## src/rtl/ps2_teclado_rx_pkg.sv

```systemverilog
// Shared constants, state encoding and frame layout for the PS/2 keyboard receiver.
package ps2_teclado_rx_pkg;

  localparam logic [7:0]  COD_BREAK        = 8'hF0;
  localparam logic [7:0]  COD_EXT          = 8'hE0;
  localparam logic [7:0]  TECLA_NULA       = 8'h00;
  localparam int unsigned TRAMA_BITS       = 11;
  localparam int unsigned BITS_TRAS_INICIO = TRAMA_BITS - 1;
  localparam int unsigned NBITS_W          = 4;

  typedef enum logic [1:0] {
    IDLE   = 2'd0,
    RECIBE = 2'd1,
    VALIDA = 2'd2
  } estado_t;

  // Frame as it sits in the shift register once the stop bit has been shifted in.
  typedef struct packed {
    logic       stop;
    logic       paridad;
    logic [7:0] dato;
  } trama_t;

  function automatic logic paridad_ok(input trama_t t);
    return ^{t.paridad, t.dato};
  endfunction

endpackage

```

## src/rtl/ps2_teclado_rx_if.sv

```systemverilog
// Keyboard line inputs and decoded key outputs of the PS/2 receiver.
interface ps2_teclado_rx_if;
  logic       ps2_clk;
  logic       ps2_data;
  logic [7:0] tecla;
  logic       tecla_nueva;
  logic       err_trama;

  modport slave  (input  ps2_clk, ps2_data, output tecla, tecla_nueva, err_trama);
  modport master (output ps2_clk, ps2_data, input  tecla, tecla_nueva, err_trama);
endinterface

```

## src/rtl/ps2_teclado_rx_filtro.sv

```systemverilog
// Synchronizes both PS/2 lines, debounces ps2_clk and strobes once per accepted falling edge.
module ps2_teclado_rx_filtro #(
  parameter int unsigned FILTRO_N = 8
) (
  input  logic clk,
  input  logic reset,
  input  logic i_ps2_clk,
  input  logic i_ps2_data,
  output logic o_bit_strobe,
  output logic o_dato_sync
);

  localparam int unsigned CW = (FILTRO_N > 1) ? $clog2(FILTRO_N) : 1;

  logic [1:0]    r_clk_sync;
  logic [1:0]    r_dat_sync;
  logic          r_clk_filt;
  logic [CW-1:0] r_cnt;
  logic          r_strobe;

  logic w_difiere;
  logic w_acepta;

  // A level change is accepted on the FILTRO_N-th consecutive differing sample.
  assign w_difiere = (r_clk_sync[1] != r_clk_filt);
  assign w_acepta  = w_difiere && (r_cnt == CW'(FILTRO_N - 1));

  always_ff @(posedge clk or posedge reset) begin
    if (reset) begin
      r_clk_sync <= 2'b11;
      r_dat_sync <= 2'b11;
      r_clk_filt <= 1'b1;
      r_cnt      <= '0;
      r_strobe   <= 1'b0;
    end else begin
      r_clk_sync <= {r_clk_sync[0], i_ps2_clk};
      r_dat_sync <= {r_dat_sync[0], i_ps2_data};
      if (!w_difiere || w_acepta) r_cnt <= '0;
      else                        r_cnt <= r_cnt + CW'(1);
      if (w_acepta) r_clk_filt <= r_clk_sync[1];
      r_strobe <= w_acepta && r_clk_filt;
    end
  end

  assign o_bit_strobe = r_strobe;
  assign o_dato_sync  = r_dat_sync[1];

endmodule

```

## src/rtl/ps2_teclado_rx.sv

```systemverilog
// PS/2 keyboard receiver: deframes 11-bit frames, tracks E0/F0 prefixes, holds the last make code.
// Optional odd-parity check enabled by defining PARITY_CHECK_EN.
module ps2_teclado_rx
  import ps2_teclado_rx_pkg::*;
#(
  parameter int unsigned FILTRO_N       = 8,
  parameter int unsigned TIMEOUT_CICLOS = 50000
) (
  input logic              clk,
  input logic              reset,
  ps2_teclado_rx_if.slave  bus
);

  localparam int unsigned TW = $clog2(TIMEOUT_CICLOS + 1);

  logic               w_strobe;
  logic               w_dato;
  estado_t            r_estado;
  estado_t            w_estado_sig;
  trama_t             r_trama;
  logic [NBITS_W-1:0] r_nbits;
  logic [TW-1:0]      r_to;
  logic               r_flag_ext;
  logic               r_flag_break;
  logic [7:0]         r_tecla;
  logic               r_nueva;
  logic               r_err;

  logic               w_ultimo;
  logic               w_timeout;
  logic               w_trama_ok;
  logic [7:0]         w_tecla_sig;
  logic               w_nueva_sig;
  logic               w_err_sig;
  logic               w_ext_sig;
  logic               w_break_sig;

  ps2_teclado_rx_filtro #(.FILTRO_N(FILTRO_N)) u_filtro (
    .clk          (clk),
    .reset        (reset),
    .i_ps2_clk    (bus.ps2_clk),
    .i_ps2_data   (bus.ps2_data),
    .o_bit_strobe (w_strobe),
    .o_dato_sync  (w_dato)
  );

  // r_to holds the number of cycles elapsed since the last strobe.
  assign w_ultimo  = w_strobe && (r_nbits == NBITS_W'(BITS_TRAS_INICIO - 1));
  assign w_timeout = !w_strobe && (r_to == TW'(TIMEOUT_CICLOS - 1));

`ifdef PARITY_CHECK_EN
  assign w_trama_ok = r_trama.stop && paridad_ok(r_trama);
`else
  assign w_trama_ok = r_trama.stop;
`endif

  always_ff @(posedge clk or posedge reset) begin
    if (reset) r_estado <= IDLE;
    else       r_estado <= w_estado_sig;
  end

  always_comb begin
    w_estado_sig = r_estado;
    case (r_estado)
      IDLE:    if (w_strobe && !w_dato) w_estado_sig = RECIBE;
      RECIBE:  if (w_ultimo)            w_estado_sig = VALIDA;
               else if (w_timeout)      w_estado_sig = IDLE;
      VALIDA:                           w_estado_sig = IDLE;
      default:                          w_estado_sig = IDLE;
    endcase
  end

  // Decode of a completed frame and the timeout error.
  always_comb begin
    w_tecla_sig = r_tecla;
    w_nueva_sig = 1'b0;
    w_err_sig   = 1'b0;
    w_ext_sig   = r_flag_ext;
    w_break_sig = r_flag_break;
    case (r_estado)
      RECIBE: if (!w_ultimo && w_timeout) w_err_sig = 1'b1;
      VALIDA: begin
        if (!w_trama_ok) begin
          w_err_sig = 1'b1;
        end else if (r_trama.dato == COD_EXT) begin
          w_ext_sig = 1'b1;
        end else if (r_trama.dato == COD_BREAK) begin
          w_break_sig = 1'b1;
        end else if (r_flag_break) begin
          if (r_trama.dato == r_tecla) w_tecla_sig = TECLA_NULA;
          w_ext_sig   = 1'b0;
          w_break_sig = 1'b0;
        end else begin
          w_tecla_sig = r_trama.dato;
          w_nueva_sig = 1'b1;
          w_ext_sig   = 1'b0;
        end
      end
      default: ;
    endcase
  end

  always_ff @(posedge clk or posedge reset) begin
    if (reset) begin
      r_trama      <= '0;
      r_nbits      <= '0;
      r_to         <= '0;
      r_flag_ext   <= 1'b0;
      r_flag_break <= 1'b0;
      r_tecla      <= TECLA_NULA;
      r_nueva      <= 1'b0;
      r_err        <= 1'b0;
    end else begin
      if (r_estado == IDLE && w_strobe && !w_dato) begin
        r_nbits <= '0;
      end else if (r_estado == RECIBE && w_strobe) begin
        r_trama <= {w_dato, r_trama[9:1]};
        r_nbits <= r_nbits + NBITS_W'(1);
      end
      if (w_strobe)                r_to <= TW'(1);
      else if (r_estado == RECIBE) r_to <= r_to + TW'(1);
      else                         r_to <= '0;
      r_flag_ext   <= w_ext_sig;
      r_flag_break <= w_break_sig;
      r_tecla      <= w_tecla_sig;
      r_nueva      <= w_nueva_sig;
      r_err        <= w_err_sig;
    end
  end

  assign bus.tecla       = r_tecla;
  assign bus.tecla_nueva = r_nueva;
  assign bus.err_trama   = r_err;

endmodule
```

## src/flat_wrapper.sv

```systemverilog
// flat-port wrapper written by rule: the top's interface ports become plain ports
module ps2_teclado_rx_flat import ps2_teclado_rx_pkg::*;
#(
  parameter int unsigned FILTRO_N       = 8,
  parameter int unsigned TIMEOUT_CICLOS = 50000
)
  (clk, reset, bus_ps2_clk, bus_ps2_data, bus_tecla, bus_tecla_nueva, bus_err_trama);
  ps2_teclado_rx_if bus_i ();
  input logic clk;
  input logic reset;
  input wire logic [$bits(bus_i.ps2_clk)-1:0] bus_ps2_clk;
  input wire logic [$bits(bus_i.ps2_data)-1:0] bus_ps2_data;
  output wire logic [$bits(bus_i.tecla)-1:0] bus_tecla;
  output wire logic [$bits(bus_i.tecla_nueva)-1:0] bus_tecla_nueva;
  output wire logic [$bits(bus_i.err_trama)-1:0] bus_err_trama;
  assign bus_i.ps2_clk = bus_ps2_clk;
  assign bus_i.ps2_data = bus_ps2_data;
  assign bus_tecla = bus_i.tecla;
  assign bus_tecla_nueva = bus_i.tecla_nueva;
  assign bus_err_trama = bus_i.err_trama;
  ps2_teclado_rx #(.FILTRO_N(FILTRO_N), .TIMEOUT_CICLOS(TIMEOUT_CICLOS)) u_core (.clk(clk), .reset(reset), .bus(bus_i));
endmodule
```

## config.mk

```make
export PLATFORM = sky130hd
export DESIGN_NAME = ps2_teclado_rx_flat
export DESIGN_NICKNAME = d
export VERILOG_FILES = /design/src/rtl/ps2_teclado_rx_pkg.sv /design/src/rtl/ps2_teclado_rx_if.sv /design/src/rtl/ps2_teclado_rx_filtro.sv /design/src/rtl/ps2_teclado_rx.sv /design/src/flat_wrapper.sv
export SDC_FILE = /design/constraint.sdc
export NUM_CORES = 1
export LEC_CHECK = 0
export ABC_CLOCK_PERIOD_IN_PS = 3100
export CAP_MARGIN = 20
export CORE_ASPECT_RATIO = 1.4
export CORE_MARGIN = 4
export CORE_UTILIZATION = 63
export DETAILED_ROUTE_END_ITERATION = 12
export PLACE_DENSITY = 0.83
export SLEW_MARGIN = 20
export SYNTH_ARGS = -nofsm -noshare
export SYNTH_HDL_FRONTEND = slang
export SYNTH_SLANG_ARGS = --single-unit
export TNS_END_PERCENT = 50
```

## constraint.sdc

```tcl
create_clock -name clk -period 3.1 [get_ports clk]
set_input_delay 0.93 -clock clk [delete_from_list [all_inputs] [get_ports clk]]
set_output_delay 0.93 -clock clk [all_outputs]
set_load 0.05 [all_outputs]
```

==> flow_summary.ini <==
[logic_synthesis]
ys_seq_area_frac = 0.522
ys_seq_elements = 52
synth_area_per_cell_um2 = 10.8
synth_area_um2 = 2500
synth.distinct_cells = 44
postSynthCellCount = 232
yosysWarnings = 0
syn_nets = 244

[setup_path]
crit_required_ns = 2.17
critPathMaxFanout = 4
critPathMaxStageDelay_ns = 0.82
cp_top_family = buffers and inverters
path_class = reg -> out
path_cells = clkdlybuf4s50_1
path_buf_inv = 1
crit_path_end_kind = output pin
slowest_stage = clkdlybuf4s50_1
worstSetupStartpointType = flop
arrival_ns = 1.55

[cells_and_area]
area_delta_synth_final_pct = 11.4
multi_input_comb_area_um2 = 1120
fin_nets = 259
drive_gt1_frac = 0.141
fin_util = 0.746
fillers = 264
regArea_um2 = 1310
instances_no_fill = 290
antenna_cells = 0

[route]
ant_nets = 0
drc = 0
finalWirelength_um = 4520
dr.pass1.iters = 4
vias_per_cell = 6.15
drtIter0Drc = 96
wl_per_cell_um = 15.6
dr_total_vias = 1784

[global_route]
grt_max_degree = 53
grt_first_pass_wirelength_um = 7890
grt_usage = 0.210
antenna_found_initial = 0
grt_overflow_total = 0
grt_pass1_vias = 1800

[sta]
min_period_over_period = 0.801
rsz0062_at_grt = false
setup_viol = 0
fmax_ghz = 0.402
max-slew-margin-rel = 0.493
tns_ns = 0
hold_slack_ns = 0.359
hold_viol = 0
min_period_ns = 2.48
maxSlewViolCount = 0
finClkSkew_ns = 0.00886
tightest_slew_ns = 0.758

[clock_tree]
clockRootBuffer = clkbuf_8
htree_num_levels = 2
clock-sinks = 52
cts_buffers = 5
clk-insertion-delay-late_ns = 0.31
cts_setup_buffers = 0
clockBufferDepth = 2
tritoncts = yes
ctsResizeCount = 0
cts.reportedPaths.clkPinSlew_ns = 0.10
cts_hold_buffers = 0

[power_and_ir_drop]
power_mw = 1.24
leakagePower_nw = 1.15
clkPwrFrac = 0.370
vdd_drop_max_mv = 0.492
power_density_nw_per_um2 = 445
p_sw_mw = 0.268
swShare = 0.215
internal-power_mw = 0.975
combPwrFrac = 0.050
seq_power_share = 0.580

[floorplan]
die_h_um = 82.6
start_util = 0.669
dieArea_um2 = 5060
io_pins = 14
fp-row-count = 26
core_um2 = 3740
die_x_um = 61.3

[place]
dp.cells = 282
io_buffers = 13
dpl.hpwl_um = 3230
place.gp.congestion = 0.818

[run_status]
outcome = finished clean

[job]
cap_violations = 0

[min_path]
hp-class = reg -> reg
-- cells in the final DEF, fill, tap and decap left out, drive strengths merged, types with 2 or more instances in the layout --
master / netlist / final
a211oi: 2 / 2
a21oi: 7 / 7
a22oi: 8 / 8
a31o: 3 / 3
and2: 5 / 5
and3: 4 / 4
clkbuf: 1 / 5
clkdlybuf4s50: 0 / 13
dfrtp: 47 / 47
dfstp: 5 / 5
ha: 8 / 8
inv: 13 / 13
mux2: 10 / 10
nand2: 18 / 18
nand3: 8 / 8
nand4: 7 / 7
nor2: 15 / 15
nor3: 6 / 6
nor4: 5 / 5
nor4b: 2 / 2
o211ai: 2 / 2
o21ai: 16 / 16
o2bb2ai: 2 / 2
or3: 2 / 2
xnor2: 17 / 17
xor2: 2 / 2
-- layout make-up --
| type | count | share of cell area |
|---|---|---|
| Sequential cell | 52 | 0.469 |
| Multi-Input combinational cell | 161 | 0.401 |
| Clock inverter | 3 | 0.0152 |
| Inverter | 13 | 0.0175 |
| Clock buffer | 5 | 0.0247 |
| Tap cell | 42 | 0.0188 |
| Timing Repair Buffer | 14 | 0.0538 |
-- synthesized netlist by cell type (all sizes together) --
master | n | share of area
a21oi | 7 | 0.014
clkbuf | 1 | 0.0020
a31oi | 1 | 0.0025
xnor2 | 17 | 0.059
o21ai | 16 | 0.032
and3 | 4 | 0.010
o2bb2ai | 2 | 0.0070
a31o | 3 | 0.010
nor4bb | 1 | 0.0040
nand4 | 7 | 0.017
ha | 8 | 0.040
a22oi | 8 | 0.024
dfstp | 5 | 0.052
nand3 | 8 | 0.020
nor2b | 1 | 0.0025
a211oi | 2 | 0.0060
inv | 13 | 0.019
mux2 | 10 | 0.045
xor2 | 2 | 0.0070
a2111oi | 1 | 0.0035
o211ai | 2 | 0.0060
nor3 | 6 | 0.012
nor4b | 2 | 0.0095
and2b | 1 | 0.0030
nor2 | 15 | 0.023
and3b | 1 | 0.0035
nor4 | 5 | 0.018
and4b | 1 | 0.0040
nand2b | 1 | 0.0025
buf | 5 | 0.0090
and2 | 5 | 0.012
a21boi | 1 | 0.0030
a311oi | 1 | 0.0060
dfrtp | 47 | 0.47
nand2 | 18 | 0.027
or3 | 2 | 0.0055
nor3b | 1 | 0.0030
o31ai | 1 | 0.0030
-- flip-flops by register name, summed over array words and instances (netlist names) --
name	flops
u_core.r_to	16
u_core.u_filtro.r_clk_sync	2
u_core.bus.tecla	8
u_core.r_flag_break	1
u_core.r_trama	9
u_core.u_filtro.o_bit_strobe	1
u_core.u_filtro.r_cnt	3
u_core.u_filtro.r_clk_filt	1
u_core.w_trama_ok	1
u_core.u_filtro.r_dat_sync	2
u_core.bus.err_trama	1
u_core.r_estado	2
u_core.bus.tecla_nueva	1
u_core.r_nbits	4
-- worst paths after layout --
check / startpoint / to / slack [ns] / depth (start not counted)
worst min-delay path: u_core.u_filtro.r_clk_sync[0]$_DFF_PP1_ / u_core.u_filtro.r_clk_sync[1]$_DFF_PP1_ / 0.36 / 0
worst max register to register: u_core.r_estado[1]$_DFFE_PP0P_ / u_core.r_trama[1]$_DFFE_PP0P_ / 0.96 / 5
max in group asynchronous: reset / u_core.u_filtro.r_clk_sync[0]$_DFF_PP1_ / 1.84 / 3
worst max-delay path: u_core.bus.tecla[2]$_DFFE_PP0P_ / bus_tecla[2] / 0.62 / 1
worst min register to register: u_core.u_filtro.r_clk_sync[0]$_DFF_PP1_ / u_core.u_filtro.r_clk_sync[1]$_DFF_PP1_ / 0.36 / 0
min in group asynchronous: reset / u_core.bus.tecla[0]$_DFFE_PP0P_ / 0.98 / 3
-- kinds of logic after synthesis --
logic type	count (synthesis)	synth area share
flip-flops	52	0.522
adder cells (fa/ha/maj)	8	0.0400
multiplexers	10	0.0450
buffers and inverters	19	0.0305
AO/OA/AOI/OAI	45	0.117
AND/OR/NAND/NOR	79	0.178
XOR/XNOR	19	0.0665
-- per-stage QoR --
step | worst slack (ns) | area, um2
2_1_floorplan | 0.920 | 2500
3_3_place_gp | 0.964 | 2680
3_5_place_dp | 0.960 | 2680
4_1_cts | 0.603 | 2790
5_1_grt | 0.554 | 2790
6_report | 0.615 | 2790
-- per-layer routing --
layer | track usage | vias to the layer above | wire [um]
li1 | - | 855 | -
met1 | 0.237 | 892 | 1830
met2 | 0.373 | 30 | 2460
met3 | 0.0311 | 7 | 150
met4 | 0.111 | 0 | 73
met5 | 0 | - | 0
-- power by group through the flow --
stage	logic (mW)	clock network (mW)	registers, mW
floorplan	0.0454	0	0.730
global placement	0.0610	0	0.732
detailed placement	0.0658	0	0.734
CTS	0.0662	0.473	0.721
global route	0.0741	0.497	0.723
finish	0.0628	0.460	0.720
(Power assumes the default switching activity.)
